[src/rtl/regfile_wb_arbiter.sv]
`default_nettype none
// ----------------------------------------------------------------------------
// Module : regfile_wb_arbiter
// Brief  : Round-robin arbiter for the shared register-file write port.
// Rev    : 1.0  initial release
// ----------------------------------------------------------------------------
module regfile_wb_arbiter #(
  parameter int NREQ = 4,
  parameter int DW   = 64,
  parameter int AW   = 5
) (
  input  logic                 clk,
  input  logic                 reset,
  input  logic                 stall,
  input  logic [NREQ-1:0]      req_valid,
  input  logic [NREQ*AW-1:0]   req_addr,
  input  logic [NREQ*DW-1:0]   req_data,
  output logic [NREQ-1:0]      req_ready,
  output logic                 wr_en,
  output logic [AW-1:0]        wr_addr,
  output logic [DW-1:0]        wr_data,
  output logic [(2**AW)-1:0]   wr_onehot,
  output logic                 zr_drop
);

  localparam int            NREGS   = 2**AW;
  localparam int            PW      = $clog2(NREQ);
  localparam logic [AW-1:0] ZR_ADDR = {AW{1'b1}};

  logic [AW-1:0]    addr_w [NREQ];
  logic [DW-1:0]    data_w [NREQ];

  logic [PW-1:0]    ptr_q, ptr_d;
  logic [PW-1:0]    win;
  logic [PW:0]      idx_sum;
  logic             found;
  logic             xfer;
  logic [AW-1:0]    sel_addr;
  logic [DW-1:0]    sel_data;
  logic             sel_zr;

  logic             wr_en_q, wr_en_d;
  logic [AW-1:0]    wr_addr_q, wr_addr_d;
  logic [DW-1:0]    wr_data_q, wr_data_d;
  logic [NREGS-1:0] wr_onehot_q, wr_onehot_d;
  logic             zr_drop_q, zr_drop_d;

  generate
    for (genvar gi = 0; gi < NREQ; gi++) begin : g_unpack
      assign addr_w[gi] = req_addr[gi*AW +: AW];
      assign data_w[gi] = req_data[gi*DW +: DW];
    end
  endgenerate

  // Scan from ptr upward with wrap; the first valid requester wins.
  always_comb begin
    found   = 1'b0;
    win     = '0;
    idx_sum = '0;
    for (int k = 0; k < NREQ; k++) begin
      idx_sum = {1'b0, ptr_q} + (PW+1)'(k);
      if (idx_sum >= (PW+1)'(NREQ)) begin
        idx_sum = idx_sum - (PW+1)'(NREQ);
      end
      if (!found && req_valid[idx_sum[PW-1:0]]) begin
        found = 1'b1;
        win   = idx_sum[PW-1:0];
      end
    end
  end

  assign xfer      = found & ~stall & ~reset;
  assign req_ready = xfer ? (NREQ'(1) << win) : '0;
  assign sel_addr  = addr_w[win];
  assign sel_data  = data_w[win];
  assign sel_zr    = (sel_addr == ZR_ADDR);

  always_comb begin
    ptr_d       = ptr_q;
    wr_addr_d   = wr_addr_q;
    wr_data_d   = wr_data_q;
    wr_en_d     = 1'b0;
    zr_drop_d   = 1'b0;
    wr_onehot_d = '0;
    if (xfer) begin
      ptr_d     = (win == PW'(NREQ-1)) ? '0 : win + PW'(1);
      wr_addr_d = sel_addr;
      wr_data_d = sel_data;
      wr_en_d   = ~sel_zr;
      zr_drop_d = sel_zr;
      // Writes to the zero register are consumed without touching the decode.
      if (!sel_zr) begin
        wr_onehot_d = NREGS'(1) << sel_addr;
      end
    end
  end

  always_ff @(posedge clk or posedge reset) begin
    if (reset) begin
      ptr_q       <= '0;
      wr_en_q     <= 1'b0;
      wr_addr_q   <= '0;
      wr_data_q   <= '0;
      wr_onehot_q <= '0;
      zr_drop_q   <= 1'b0;
    end else begin
      ptr_q       <= ptr_d;
      wr_en_q     <= wr_en_d;
      wr_addr_q   <= wr_addr_d;
      wr_data_q   <= wr_data_d;
      wr_onehot_q <= wr_onehot_d;
      zr_drop_q   <= zr_drop_d;
    end
  end

  assign wr_en     = wr_en_q;
  assign wr_addr   = wr_addr_q;
  assign wr_data   = wr_data_q;
  assign wr_onehot = wr_onehot_q;
  assign zr_drop   = zr_drop_q;

endmodule
`default_nettype wire

[config.mk]
export PLATFORM = sky130hd
export DESIGN_NAME = regfile_wb_arbiter
export DESIGN_NICKNAME = d
export VERILOG_FILES = /design/src/rtl/regfile_wb_arbiter.sv
export SDC_FILE = /design/constraint.sdc
export NUM_CORES = 1
export LEC_CHECK = 0
export ABC_CLOCK_PERIOD_IN_PS = 4400
export CAP_MARGIN = 20
export CORE_AREA = 2 2 150 152
export CTS_BUF_LIST = sky130_fd_sc_hd__clkbuf_4
export DETAILED_ROUTE_END_ITERATION = 16
export DIE_AREA = 0 0 152 154
export HOLD_SLACK_MARGIN = 0.12
export RECOVER_POWER = 50
export SYNTH_ARGS = -nofsm -noshare
export SYNTH_HDL_FRONTEND = slang
export SYNTH_SLANG_ARGS = --single-unit
[constraint.sdc]
create_clock -name clk -period 4.4 [get_ports clk]
set_input_delay 0.88 -clock clk [delete_from_list [all_inputs] [get_ports clk]]
set_output_delay 0.88 -clock clk [all_outputs]
set_load 0.03 [all_outputs]
== After elaboration in Yosys (flattened, before gate mapping) ==
Index checks and enable logic that the tools add are counted.

* Register bits after elaboration: 105
* Input port bits: 283
* Output and inout bits: 107

* $add $sub $neg: 8
* Order comparisons: 9
* Eq/ne operators: 2
* Shift operators: 2
* Multiplexer cells: 32
* Bitwise gates (word level): 6
* Reduce and logical (&&, ||, !) cells: 6

{| class="wikitable"
|+ Operators with widths
! operator !! count
|-
| $bmux W64 S2 || 1
|-
| $mux W64 || 2
|-
| $mux W32 || 2
|-
| $shl A1 B5 Y32 const A || 1
|-
| $mux W2 || 9
|-
| $ge A3 B3 Y1 const B || 4
|-
| $lt A2 B3 Y1 const B || 4
|-
| $bmux W5 S2 || 1
|-
| $mux W1 || 10
|-
| $mux W5 || 2
|-
| $bmux W1 S2 || 4
|-
| $sub A2 B1 Y2 const B || 4
|-
| $add A2 B2 Y3 const B || 2
|-
| $eq A5 B5 Y1 const B || 1
|-
| $mux W4 || 1
|-
| $shl A1 B2 Y4 const A || 1
|-
| $add A2 B1 Y3 const B || 1
|-
| $ge A2 B3 Y1 const B || 1
|-
| $logic_and A1 B1 Y1 || 3
|-
| $logic_not A1 Y1 || 3
|-
| $not A1 Y1 || 3
|-
| $not A2 Y3 || 1
|-
| $add A2 B1 Y2 const B || 1
|-
| $and A1 B1 Y1 || 2
|-
| $eq A2 B2 Y1 const B || 1
|}

== Longest topological paths before layout ==
Gate-level depths: netlist of the first run.

* Depth after elaboration: 21
* Gate-level depth with buffers: 10
* Depth with buffers taken out: 7

== Worst setup path after synthesis of the first run ==
Ideal clock, no wire load.

* Path kind: input to output
* Start: in req_valid[0]
* End: out req_ready[0]
* Arrival time: 2.618 ns
* Path slack: 0.902 ns
* Stages on the path: 8
* Path buffers: 3
* Cells stage by stage: or3b_2 o221a_2 buf_6 inv_4 buf_2 buf_1 ha_1 and2_1

* Longest elaborated chain between the ends: 15
* Elaborated cells on any way between the ends: 26

{| class="wikitable"
|+ Ends and longest elaborated chain
! what !! RTL line !! RTL
|-
| start, declared || 15 || <nowiki>input logic [NREQ-1:0] req_valid,</nowiki>
|-
| $bmux W1 S2 || 65 || <nowiki>if (!found && req_valid[idx_sum[PW-1:0]]) begin</nowiki>
|-
| $mux W1 (not written as such) || 65 ||
|-
| $mux W1 || 65 ||
|-
| $logic_not A1 Y1 || 65 ||
|-
| $logic_and A1 B1 Y1 || 65 ||
|-
| $mux W1 || 65 ||
|-
| $logic_not A1 Y1 || 65 ||
|-
| $logic_and A1 B1 Y1 || 65 ||
|-
| $mux W1 || 65 ||
|-
| $logic_not A1 Y1 || 65 ||
|-
| $logic_and A1 B1 Y1 || 65 ||
|-
| $mux W1 || 65 ||
|-
| $and A1 B1 Y1 (2 in series) || 72 || <nowiki>assign xfer = found & ~stall & ~reset;</nowiki>
|-
| $mux W4 * || 73 || <nowiki>assign req_ready = xfer ? (NREQ'(1) << win) : '0;</nowiki>
|-
| end, declared || 18 || <nowiki>output logic [NREQ-1:0] req_ready,</nowiki>
|}

Mark *: on every way between the ends. The rest lies on a longest branch, timed or not. The select of a mux whose other input is x is not followed.

== Final worst setup path of the first run ==
* Start: in req_valid[0]
* End: out req_ready[3]

Same word-level chain as after synthesis.

==> results of run 1 <==
## final timing paths
check | endpoint | cells after the start
min | wr_data[33] | 1
min in group asynchronous | ptr_q[0] | 2
min reg2reg | wr_data[33] | 1
max reg2reg | wr_onehot[13] | 6
max | req_ready[3] | 6
max in group asynchronous | wr_data[59] | 3
## report_power, final
| group | switching, µW | internal (µW) | total [µW] |
|---|---|---|---|
| combinational | 1240 | 920 | 2160 |
| clock | 389 | 144 | 533 |
| sequential | 109 | 1170 | 1280 |
## layout make-up
| cell class | count | area share, % |
|---|---|---|
| Timing Repair Buffer | 406 | 39.4 |
| Clock buffer | 9 | 0.660 |
| Multi-Input combinational cell | 545 | 29.7 |
| Tap cell | 280 | 3.42 |
| Sequential cell | 105 | 25.7 |
| Antenna cell | 1 | 0.0245 |
| Inverter | 5 | 0.220 |
| Clock inverter | 7 | 0.819 |
## metrics by stage
stage	total power, µW	instance area (µm²)	instances	util, %
2_1_floorplan	2540	5930	718	-
3_3_place_gp	3500	10100	1341	46.5
3_5_place_dp	3510	10100	1341	46.5
4_1_cts	4070	10200	1357	47.2
5_1_grt	4230	10200	1358	47.2
6_report	3970	10200	1358	47.2
## routing by layer
metal | track usage, % | wire length, µm
met1 | 22.4 | 9120
met4 | 5.43 | 396
met3 | 4.82 | 1760
met2 | 34.1 | 12000
met5 | 0 | 0
## flip-flops by register name (all words and copies together), names as in the netlist
| name | cells |
|---|---|
| wr_onehot | 32 |
| zr_drop | 1 |
| wr_en | 1 |
| ptr_q | 2 |
| wr_addr | 5 |
| wr_data | 64 |
## cell families (layout without fill, tap and decap cells)
group                    Yosys count  after routing  synth area share (%)
AO/OA/AOI/OAI                    136            136                  18.6
buffers and inverters             68            427                  4.62
flip-flops                       105            105                  44.3
other                              1              2                0.0632
adder cells (fa/ha/maj)            4              4                 0.844
multiplexers                      12             12                  2.68
AND/OR/NAND/NOR                  392            392                  28.9
## layout by cell type, fill, tap and decap left out, types with 2 or more instances in the layout
cell,n
and2_1,4
nand4b_1,3
buf_12,2
clkdlybuf4s50_1,334
dlygate4sd3_1,53
inv_1,2
mux4_2,2
a21o_1,65
clkbuf_4,9
and3_1,64
ha_1,4
nor2_1,33
nand2b_1,2
a311oi_1,64
nand2_1,275
buf_4,15
mux2i_1,8
clkbuf_2,2
or4b_4,3
a21oi_1,2
inv_8,3
dfrtp_1,105
==> run_results.csv, run 1 <==
group,metric,value,unit
status,status,"finished with violations",
status,violations,"max-capacitance violations, max-slew violations",
logic_synthesis,async_flop_share,100,%
clock_tree,path_clk_slew,0.15,ns
worst_setup_path,cp_top_family,"buffers and inverters",
placed_design,gp_congestion,0.792,
layout,nets,1359,
timing,fmax,0.260,GHz
timing,drv_slew,125,
worst_setup_path,path_class,"input port to primary output",
timing,tns,0,ns
global_route,grt_pass1_vias,6210,
logic_synthesis,synth_cells,718,
logic_synthesis,synth_area_per_cell,8.26,µm²
power,powerDensity,388,nW/µm²
floorplanning,dieHeight,154,µm
clock_tree,cts_tree,"done",
worst_setup_path,ff2ff_setup_slack,1.53,ns
detailed_routing,drt-initial-drc-count,381,
placed_design,io_buffers,389,
clock_tree,clock-sinks,105,
power,p_leak,0.00490,µW
worst_setup_path,worstSetupStartpointType,"input port",
floorplanning,die_area,23400,µm²
timing,worstMarginPinSlew,2.55,ns
placed_design,hpwl,17.1,mm
clock_tree,cts_setup_buffers,0,
detailed_routing,via_count,6473,
worst_setup_path,path_max_fanout,5,
detailed_routing,wl_per_cell,17.2,µm
logic_synthesis,yosysMostFrequentCell,"nand2_1",
layout,multi_input_area,3040,µm²
clock_tree,cts_buffer_depth,2,
detailed_routing,drc,0,
logic_synthesis,ys_seq_area_share,44.3,%
worst_setup_path,reg2reg_from,"ptr_q[0]",
layout,fillCellCount,2150,
power,peakVddDrop,230,µV
layout,drive_gt1_share,4.64,%
placed_design,post-place-ws,0.533,ns
clock_tree,root_buffer,"clkbuf_4",
layout,area_growth,72.5,%
worst_setup_path,worst_setup_path_end_kind,"primary output",
worst_setup_path,worstPathCellList,"clkdlybuf4s50_1, or3b_2, o221a_4, ha_1, and2_1, clkdlybuf4s50_1",
hold_path,hp-start,"wr_data[33]",
logic_synthesis,ys_types,35,
logic_synthesis,synthFlopType,"dfrtp_1",
worst_setup_path,crit_start,"req_valid[0]",
logic_synthesis,synthesis.area,5930,µm²
clock_tree,insertion_delay,0.49,ns
timing,relSlewSlack,-71.1,%
worst_setup_path,cp.arrival,2.96,ns
floorplanning,start_util,27.4,%
floorplanning,floorplan.rows,54,
worst_setup_path,cp.required,3.52,ns
detailed_routing,viasPerCell,4.77,
logic_synthesis,synth_edf_count,0,
detailed_routing,dr.pass1.iters,4,
timing,hold-worst-slack,0.488,ns
timing,hold_viol,0,
floorplanning,core_area,21700,µm²
timing,rsz0062_at_grt,"no",
worst_setup_path,crit_path_frequent_cell,"clkdlybuf4s50_1",
logic_synthesis,synthTopCellsByArea,"dfrtp_1 (44%), nand2_1 (17%), a311oi_1 (9.4%)",
clock_tree,cts_hold_buf,0,
global_route,grt_overflow_total,0,
timing,fin_crit_sh,87.3,%
timing,final.setup_skew,0.0413,ns
logic_synthesis,ys_ff_latch,105,
timing,min_period,3.84,ns
clock_tree,cts_inserted_buffers,9,
detailed_routing,ant_nets,0,
timing,setup_viol,0,
clock_tree,cts_resized,0,
hold_path,holdCritPathClass,"flip-flop to flip-flop",
logic_synthesis,syn_nets,1005,
global_route,grt_pass1_wl,35.0,mm
logic_synthesis,ys_top_cells_by_count,"nand2_1 (275), dfrtp_1 (105), a21o_1 (65), a311oi_1 (64), and3_1 (64)",
timing,setup_slack,0.561,ns
logic_synthesis,synth_top_cell_by_area,"dfrtp_1",
global_route,grt_util_all_layers,19.0,%
worst_setup_path,cp_slowest_cell,"clkdlybuf4s50_1",
layout,seqCellArea,2630,µm²
floorplanning,io_pins,390,
run,drv_cap,2,
detailed_routing,wl,23.3,mm
global_route,grt_max_degree,77,
logic_synthesis,synth_top_area_share,44.3,%
worst_setup_path,critical_path_buf_inv_count,2,
logic_synthesis,yosysWarningCount,0,
floorplanning,die_w,152,µm
global_route,antenna_found_initial,1,
worst_setup_path,max_stage_delay,0.59,ns
clock_tree,htreeDepth,3,
(Power assumes the default switching activity.)
==> run 2, diff against run 1 <==
ABC_CLOCK_PERIOD_IN_PS = unset   (was 4400)
==> results of run 2 <==
No change in the layout: final DEF, timing and power equal those of run 1.
